File: src/rtl/hit_judge_if.sv
// Purpose : bundle between the game-side logic (targets, cursor, fire button)
//           and the hit_judge round controller.
// Ports   : master drives target/cursor/fire and observes the round results;
//           slave (hit_judge) consumes target/cursor/fire and drives
//           result_valid, hit, score, misses, round_active and game_over.
// MISS_W must match the width hit_judge derives from MAX_MISSES
// (max(2, clog2(MAX_MISSES+1))).
interface hit_judge_if #(
  parameter int COORD_W = 5,
  parameter int SCORE_W = 8,
  parameter int MISS_W  = 2
);

  // Game-side inputs to the judge
  logic [COORD_W-1:0] target_x;
  logic [COORD_W-1:0] target_y;
  logic [COORD_W-1:0] cursor_x;
  logic [COORD_W-1:0] cursor_y;
  logic               fire;

  // Round outputs from the judge
  logic               result_valid;
  logic               hit;
  logic [SCORE_W-1:0] score;
  logic [MISS_W-1:0]  misses;
  logic               round_active;
  logic               game_over;

  modport master (
    output target_x, target_y, cursor_x, cursor_y, fire,
    input  result_valid, hit, score, misses, round_active, game_over
  );

  modport slave (
    input  target_x, target_y, cursor_x, cursor_y, fire,
    output result_valid, hit, score, misses, round_active, game_over
  );

endinterface

File: src/rtl/hit_judge.sv
// Purpose : round controller; judges cursor vs target on a fire rising edge or
//           on round timeout, keeps score / miss count / game-over status.
// Latency : fire rise sampled at edge N -> result_valid pulse in cycle N+1;
//           score/misses/game_over update in the cycle after the pulse.
// Backpr. : none; result_valid is a one-cycle pulse that cannot be stalled,
//           and fire rises outside IDLE/ARMED/OVER are dropped, not queued.
// Ports   : clk, reset (synchronous, active-low); jif (slave modport) carries
//           target_x/y, cursor_x/y, fire in and result_valid, hit, score,
//           misses, round_active, game_over out.
// Parameter constraints: TIMEOUT_CYCLES >= 2, MAX_MISSES >= 1.
module hit_judge #(
  parameter int COORD_W        = 5,
  parameter int SCORE_W        = 8,
  parameter int HIT_RADIUS     = 1,
  parameter int TIMEOUT_CYCLES = 1000,
  parameter int MAX_MISSES     = 3
) (
  input  logic        clk,
  input  logic        reset,
  hit_judge_if.slave  jif
);

  // Miss counter holds 0..MAX_MISSES and is never narrower than 2 bits.
  localparam int MISS_BITS = $clog2(MAX_MISSES + 1);
  localparam int MISS_W    = (MISS_BITS < 2) ? 2 : MISS_BITS;

  // Round timer counts 0..TIMEOUT_CYCLES-1 while ARMED.
  localparam int TMR_W = $clog2(TIMEOUT_CYCLES);

  localparam logic [TMR_W-1:0]   TMR_LAST  = TMR_W'(TIMEOUT_CYCLES - 1);
  localparam logic [MISS_W-1:0]  MISS_MAX  = MISS_W'(MAX_MISSES);
  localparam logic [SCORE_W-1:0] SCORE_TOP = {SCORE_W{1'b1}};
  localparam int unsigned        RADIUS    = HIT_RADIUS;

  typedef enum logic [2:0] {
    S_IDLE,
    S_SETTLE,
    S_ARMED,
    S_RESULT,
    S_OVER
  } state_t;

  // ---------------------------------------------------------------------------
  // State and registered outputs
  // ---------------------------------------------------------------------------
  state_t             state_q,        state_d;
  logic [TMR_W-1:0]   timer_q,        timer_d;
  logic               hit_q,          hit_d;
  logic               result_valid_q, result_valid_d;
  logic [SCORE_W-1:0] score_q,        score_d;
  logic [MISS_W-1:0]  misses_q,       misses_d;
  logic               round_active_q, round_active_d;
  logic               game_over_q,    game_over_d;
  logic               fire_q;

  // ---------------------------------------------------------------------------
  // Fire edge detect and hit test
  // ---------------------------------------------------------------------------
  logic               fire_rise;
  logic [COORD_W-1:0] dx;
  logic [COORD_W-1:0] dy;
  logic               in_radius;
  logic [MISS_W-1:0]  misses_inc;

  assign fire_rise = jif.fire & ~fire_q;

  // Subtract the smaller from the larger so the magnitude never wraps:
  // 0 vs 31 gives 31, not 1.
  assign dx = (jif.cursor_x >= jif.target_x) ? (jif.cursor_x - jif.target_x)
                                             : (jif.target_x - jif.cursor_x);
  assign dy = (jif.cursor_y >= jif.target_y) ? (jif.cursor_y - jif.target_y)
                                             : (jif.target_y - jif.cursor_y);

  assign in_radius = (32'(dx) <= RADIUS) && (32'(dy) <= RADIUS);

  assign misses_inc = misses_q + MISS_W'(1);

  // ---------------------------------------------------------------------------
  // Next-state logic
  // ---------------------------------------------------------------------------
  always_comb begin
    state_d  = state_q;
    timer_d  = timer_q;
    hit_d    = hit_q;
    score_d  = score_q;
    misses_d = misses_q;

    case (state_q)
      S_IDLE: begin
        if (fire_rise) begin
          state_d = S_SETTLE;
        end
      end

      // One dead cycle so the target generator's new target is stable before
      // the player can be judged against it.
      S_SETTLE: begin
        timer_d = '0;
        state_d = S_ARMED;
      end

      // A fire in the timeout cycle takes priority and is judged on position.
      S_ARMED: begin
        timer_d = timer_q + TMR_W'(1);
        if (fire_rise) begin
          hit_d   = in_radius;
          state_d = S_RESULT;
        end else if (timer_q == TMR_LAST) begin
          hit_d   = 1'b0;
          state_d = S_RESULT;
        end
      end

      S_RESULT: begin
        if (hit_q) begin
          if (score_q != SCORE_TOP) begin
            score_d = score_q + SCORE_W'(1);
          end
          state_d = S_SETTLE;
        end else begin
          misses_d = misses_inc;
          state_d  = (misses_inc == MISS_MAX) ? S_OVER : S_SETTLE;
        end
      end

      // Restart goes straight to SETTLE without reporting a result.
      S_OVER: begin
        if (fire_rise) begin
          score_d  = '0;
          misses_d = '0;
          state_d  = S_SETTLE;
        end
      end

      default: begin
        state_d = S_IDLE;
      end
    endcase

    // Status outputs are registered copies of the next state so they line up
    // exactly with the state they describe.
    result_valid_d = (state_d == S_RESULT);
    round_active_d = (state_d == S_ARMED);
    game_over_d    = (state_d == S_OVER);
  end

  // ---------------------------------------------------------------------------
  // Registers
  // ---------------------------------------------------------------------------
  always_ff @(posedge clk) begin
    if (!reset) begin
      state_q        <= S_IDLE;
      timer_q        <= '0;
      hit_q          <= 1'b0;
      result_valid_q <= 1'b0;
      score_q        <= '0;
      misses_q       <= '0;
      round_active_q <= 1'b0;
      game_over_q    <= 1'b0;
      fire_q         <= 1'b0;
    end else begin
      state_q        <= state_d;
      timer_q        <= timer_d;
      hit_q          <= hit_d;
      result_valid_q <= result_valid_d;
      score_q        <= score_d;
      misses_q       <= misses_d;
      round_active_q <= round_active_d;
      game_over_q    <= game_over_d;
      fire_q         <= jif.fire;
    end
  end

  // ---------------------------------------------------------------------------
  // Outputs
  // ---------------------------------------------------------------------------
  assign jif.result_valid = result_valid_q;
  assign jif.hit          = hit_q;
  assign jif.score        = score_q;
  assign jif.misses       = misses_q;
  assign jif.round_active = round_active_q;
  assign jif.game_over    = game_over_q;

endmodule

File: src/flat_wrapper.sv
// flat-port wrapper written by rule: the top's interface ports become plain ports
module hit_judge_flat 
#(
  parameter int COORD_W        = 5,
  parameter int SCORE_W        = 8,
  parameter int HIT_RADIUS     = 1,
  parameter int TIMEOUT_CYCLES = 1000,
  parameter int MAX_MISSES     = 3
)
  (clk, reset, jif_target_x, jif_target_y, jif_cursor_x, jif_cursor_y, jif_fire, jif_result_valid, jif_hit, jif_score, jif_misses, jif_round_active, jif_game_over);
  hit_judge_if #(.COORD_W(COORD_W), .SCORE_W(SCORE_W), .MISS_W((2))) jif_i ();
  input  logic clk;
  input  logic reset;
  input wire logic [$bits(jif_i.target_x)-1:0] jif_target_x;
  input wire logic [$bits(jif_i.target_y)-1:0] jif_target_y;
  input wire logic [$bits(jif_i.cursor_x)-1:0] jif_cursor_x;
  input wire logic [$bits(jif_i.cursor_y)-1:0] jif_cursor_y;
  input wire logic [$bits(jif_i.fire)-1:0] jif_fire;
  output wire logic [$bits(jif_i.result_valid)-1:0] jif_result_valid;
  output wire logic [$bits(jif_i.hit)-1:0] jif_hit;
  output wire logic [$bits(jif_i.score)-1:0] jif_score;
  output wire logic [$bits(jif_i.misses)-1:0] jif_misses;
  output wire logic [$bits(jif_i.round_active)-1:0] jif_round_active;
  output wire logic [$bits(jif_i.game_over)-1:0] jif_game_over;
  assign jif_i.target_x = jif_target_x;
  assign jif_i.target_y = jif_target_y;
  assign jif_i.cursor_x = jif_cursor_x;
  assign jif_i.cursor_y = jif_cursor_y;
  assign jif_i.fire = jif_fire;
  assign jif_result_valid = jif_i.result_valid;
  assign jif_hit = jif_i.hit;
  assign jif_score = jif_i.score;
  assign jif_misses = jif_i.misses;
  assign jif_round_active = jif_i.round_active;
  assign jif_game_over = jif_i.game_over;
  hit_judge #(.COORD_W(COORD_W), .SCORE_W(SCORE_W), .HIT_RADIUS(HIT_RADIUS), .TIMEOUT_CYCLES(TIMEOUT_CYCLES), .MAX_MISSES(MAX_MISSES)) u_core (.clk(clk), .reset(reset), .jif(jif_i));
endmodule
File: config.mk
export PLATFORM = sky130hd
export DESIGN_NAME = hit_judge_flat
export DESIGN_NICKNAME = d
export VERILOG_FILES = /design/src/rtl/hit_judge_if.sv /design/src/rtl/hit_judge.sv /design/src/flat_wrapper.sv
export SDC_FILE = /design/constraint.sdc
export NUM_CORES = 1
export LEC_CHECK = 0
export BUFFER_PORTS_ARGS = -buffer_cell sky130_fd_sc_hd__buf_2
export CAP_MARGIN = 20
export CORE_MARGIN = 2
export CORE_UTILIZATION = 51
export CTS_CLUSTER_DIAMETER = 150
export CTS_CLUSTER_SIZE = 16
export DETAILED_ROUTE_END_ITERATION = 6
export PLACE_DENSITY = 0.74
export SLEW_MARGIN = 10
export SYNTH_ARGS = -nofsm -noshare
export SYNTH_HDL_FRONTEND = slang
export SYNTH_SLANG_ARGS = --single-unit
File: constraint.sdc
create_clock -name clk -period 5.4 [get_ports clk]
set_clock_uncertainty 0.1 [all_clocks]
set_input_delay 0.81 -clock clk [delete_from_list [all_inputs] [get_ports clk]]
set_output_delay 0.81 -clock clk [all_outputs]
set_load 0.1 [all_outputs]
==> metrics.md <==
| Metric | Value |
|---|---|
| Worst Hold Launch | u_core.jif.hit |
| Die Area | 4586 µm² |
| Storage cell area | 560.5 µm² |
| Synth Cell Area | 2071 µm² |
| H-tree levels | 1 |
| Initial antenna violation count | 0 |
| P_leak | 1.063 nW |
| RSZ-0062 raised after global routing | no |
| Max cap viols | 0 |
| Detailed-route vias per instance | 5.341 |
| GR Overflow Total | 0 |
| Final HPWL DP | 2.938 mm |
| Crit path time final | 2.837 ns |
| Post-DP Area | 2260 µm² |
| First-pass GRT wire length | 6.465 mm |
| Max_slew headroom | 0.6750 |
| Commonest cells after routing, fill and taps aside | 36 x buf_2, 28 x dfxtp_1, 27 x inv_1, 21 x ha_1, 17 x nand2_1 |
| Routed WL per cell | 11.24 µm |
| NetSw | 151.2 µW |
| Syn Nets | 294 |
| Hold depth | 2 |
| Required @ worst endpoint | 5.52 ns |
| CP dominant cell by count | inv_1 |
| Initial Utilization | 0.5252 |
| Skew-Pair Late Insertion Delay | 0.28 ns |
| Critical-path top delay cell | or4b_1 |
| Post-route ant nets | 0 |
| Layout cells sized above 1 | 0.1583 |
| Seq/Total Area, Yosys | 0.2707 |
| Final wirelength | 3.687 mm |
| Layout fillers | 357 |
| Core ar. | 3943 µm² |
| VDD IR max | 0.1429 mV |
| CTS root buf | clkbuf_8 |
| Deepest clock path buffer count | 2 |
| PD cells | 221.5 nW/µm² |
| Cts hold-fix bufs | 0 |
| Core Rows | 23 |
| Final slew viol count | 0 |
| CP arrival | 2.95 ns |
| Die Y | 67.72 µm |
| I/O pin count | 37 |
| Via Count | 1752 |
| Crit Path Class | input port to flop |
| FMAX | 352.5 MHz |
| Startpoint Class | input port |
| # setup viols final | 0 |
| PortBufs | 36 |
| Synthesized flop and latch total | 28 |
| Worst r2r src | u_core.state_q[1] |
| Final TNS setup | 0 ns |
| Non-filler cells, final | 328 |
| Avg Synthesized Cell Area | 8.418 µm² |
| Diode count | 0 |
| Switch share | 0.2929 |
| Sequential share of power | 0.427 |
| HP Class | flop to flop |
| Delay-heaviest family, CP | compound AO/OA/AOI/OAI gates |
| Yosys Warn Count | 0 |
| Postcts setup bufs | 0 |
| CP Capture Type | flop |
| Post-CTS sizing | 0 |
| CTS tree | yes |
| Crit-path max FO | 2 |
| Unique masters post-synth | 48 |
| Nets | 327 |
| Final Hold Viols | 0 |
| Run status | finished clean |
| Worst-margin pin slew | 0.4909 ns |
| Power share of the combinational group | 0.254 |
| TritonCTS Buffers | 3 |
| Clk sinks | 28 |
| Worst Hold End | u_core.jif.hit |
| Clock share of power | 0.319 |
| Final Instance Area | 2331 µm² |
| GR Util All Layers | 0.1762 |
| Internal cell power | 365.0 µW |
| R2r worst-path depth | 5 |
| Crit path buf inv count | 3 |
| Area delta synth->final | 12.57% |
| R2r setup slk | 3.28 ns |
| Clk slew on worst S/H paths | 0.09 ns |
| Vias in the first global route | 1601 |
| Crit path largest cell delay | 0.46 ns |
| Critical path cell sequence | buf_2, inv_1, ha_1, inv_1, fa_1, and2_1, o21ai_0, a31oi_1, or4b_1, o32a_1, o21ai_2 |
| Commonest non-fill, non-tap cell in the layout | buf_2 |
| Top_reg_cell synth | dfxtp_1 |
| Die X | 67.72 µm |
| Drt pass-1 iters | 4 |
| Async SR Flop Fraction | 0 |
| Post-Syn Instances | 246 |
| Placed insts | 324 |
| # DRC | 0 |
| Gpl congestion | 0.8055 |
| Reg2reg end | u_core.jif.hit |
| Largest net degree at the start of global routing | 21 |
| Final Power | 516.2 µW |
| Final period util | 0.5254 |
| Number of flops mapped to enable cells by yosys | 0 |
| Number of DRC markers in iteration 0 | 102 |
| Area of the multi-input gates | 1355 µm² |
registers in the layout, summed over array words and instances (netlist names):
signal,count
u_core.timer_q,10
u_core.jif.score,8
u_core.state_q,3
u_core.jif.misses,2
u_core.fire_q,1
u_core.jif.game_over,1
u_core.jif.hit,1
u_core.jif.result_valid,1
u_core.jif.round_active,1
layout make-up:
class	count	share of cell area
multi-input cells	183	0.5813
flip-flops and latches	28	0.2405
repair buffers	36	0.07729
inverters	27	0.04348
well taps	50	0.02684
clock buffers	3	0.01771
clock inverters	1	0.01288
power by group through the flow:
stage,logic (mW),registers (mW),clock network [mW]
after floorplan,0.0936,0.239,0
after global placement,0.129,0.225,0
after detailed placement,0.131,0.225,0
after CTS,0.132,0.221,0.170
after global routing,0.147,0.222,0.176
final,0.131,0.220,0.165
worst max path at each step:
stage	startpoint	end	slack, ns	cells after the start
after floorplan	jif_cursor_x[0]	u_core.jif.hit	2.51	10
after global placement	jif_cursor_x[0]	u_core.jif.hit	2.33	11
after detailed placement	jif_cursor_x[0]	u_core.jif.hit	2.29	11
after CTS	jif_cursor_x[0]	u_core.jif.hit	2.58	11
after global routing	jif_cursor_x[0]	u_core.jif.hit	2.38	11
final	jif_cursor_x[0]	u_core.jif.hit	2.56	11
through the flow:
step,worst slack [ns],hold slack (ns),utilization
2_1_floorplan,2.514,0.4067,-
3_3_place_gp,2.331,0.3913,0.5732
3_5_place_dp,2.291,0.3989,0.5732
4_1_cts,2.578,0.4125,0.5912
5_1_grt,2.382,0.4250,0.5912
6_report,2.563,0.4060,0.5912
Yosys cell counts, types with 6 or more instances:
master,instances,share of area
dfxtp_1,28,0.27
xor2_1,7,0.030
a21oi_1,12,0.029
mux2i_1,7,0.034
inv_1,27,0.049
nand2_1,17,0.031
and2_1,15,0.045
nor2_1,12,0.022
ha_1,21,0.13
o21ai_0,13,0.031
nand3_1,11,0.027
nor2b_1,6,0.018
layer usage:
metal,part of all wire,global-route usage,routed length [µm]
met5,0,0,0
met4,0.015,0.05102,55
met1,0.48,0.2246,1774
met3,0.027,0.02167,100
met2,0.48,0.3088,1756
kinds of logic after synthesis:
kind of cell	after synthesis	share of synthesized area
buffers and inverters	35	0.07492
flip-flops	28	0.2707
adder cells (fa/ha/maj)	25	0.1656
AND/OR/NAND/NOR	91	0.2501
XOR/XNOR	11	0.04652
AO/OA/AOI/OAI	49	0.1583
multiplexers	7	0.03384
worst reg2reg max path: stages (launching register included):
cell and delay (ns):
dfxtp_1 0.48, nor3b_4 0.37, and3_1 0.24, or4b_1 0.43, o32a_1 0.35, o21ai_2 0.10
(Power assumes the default switching activity.)
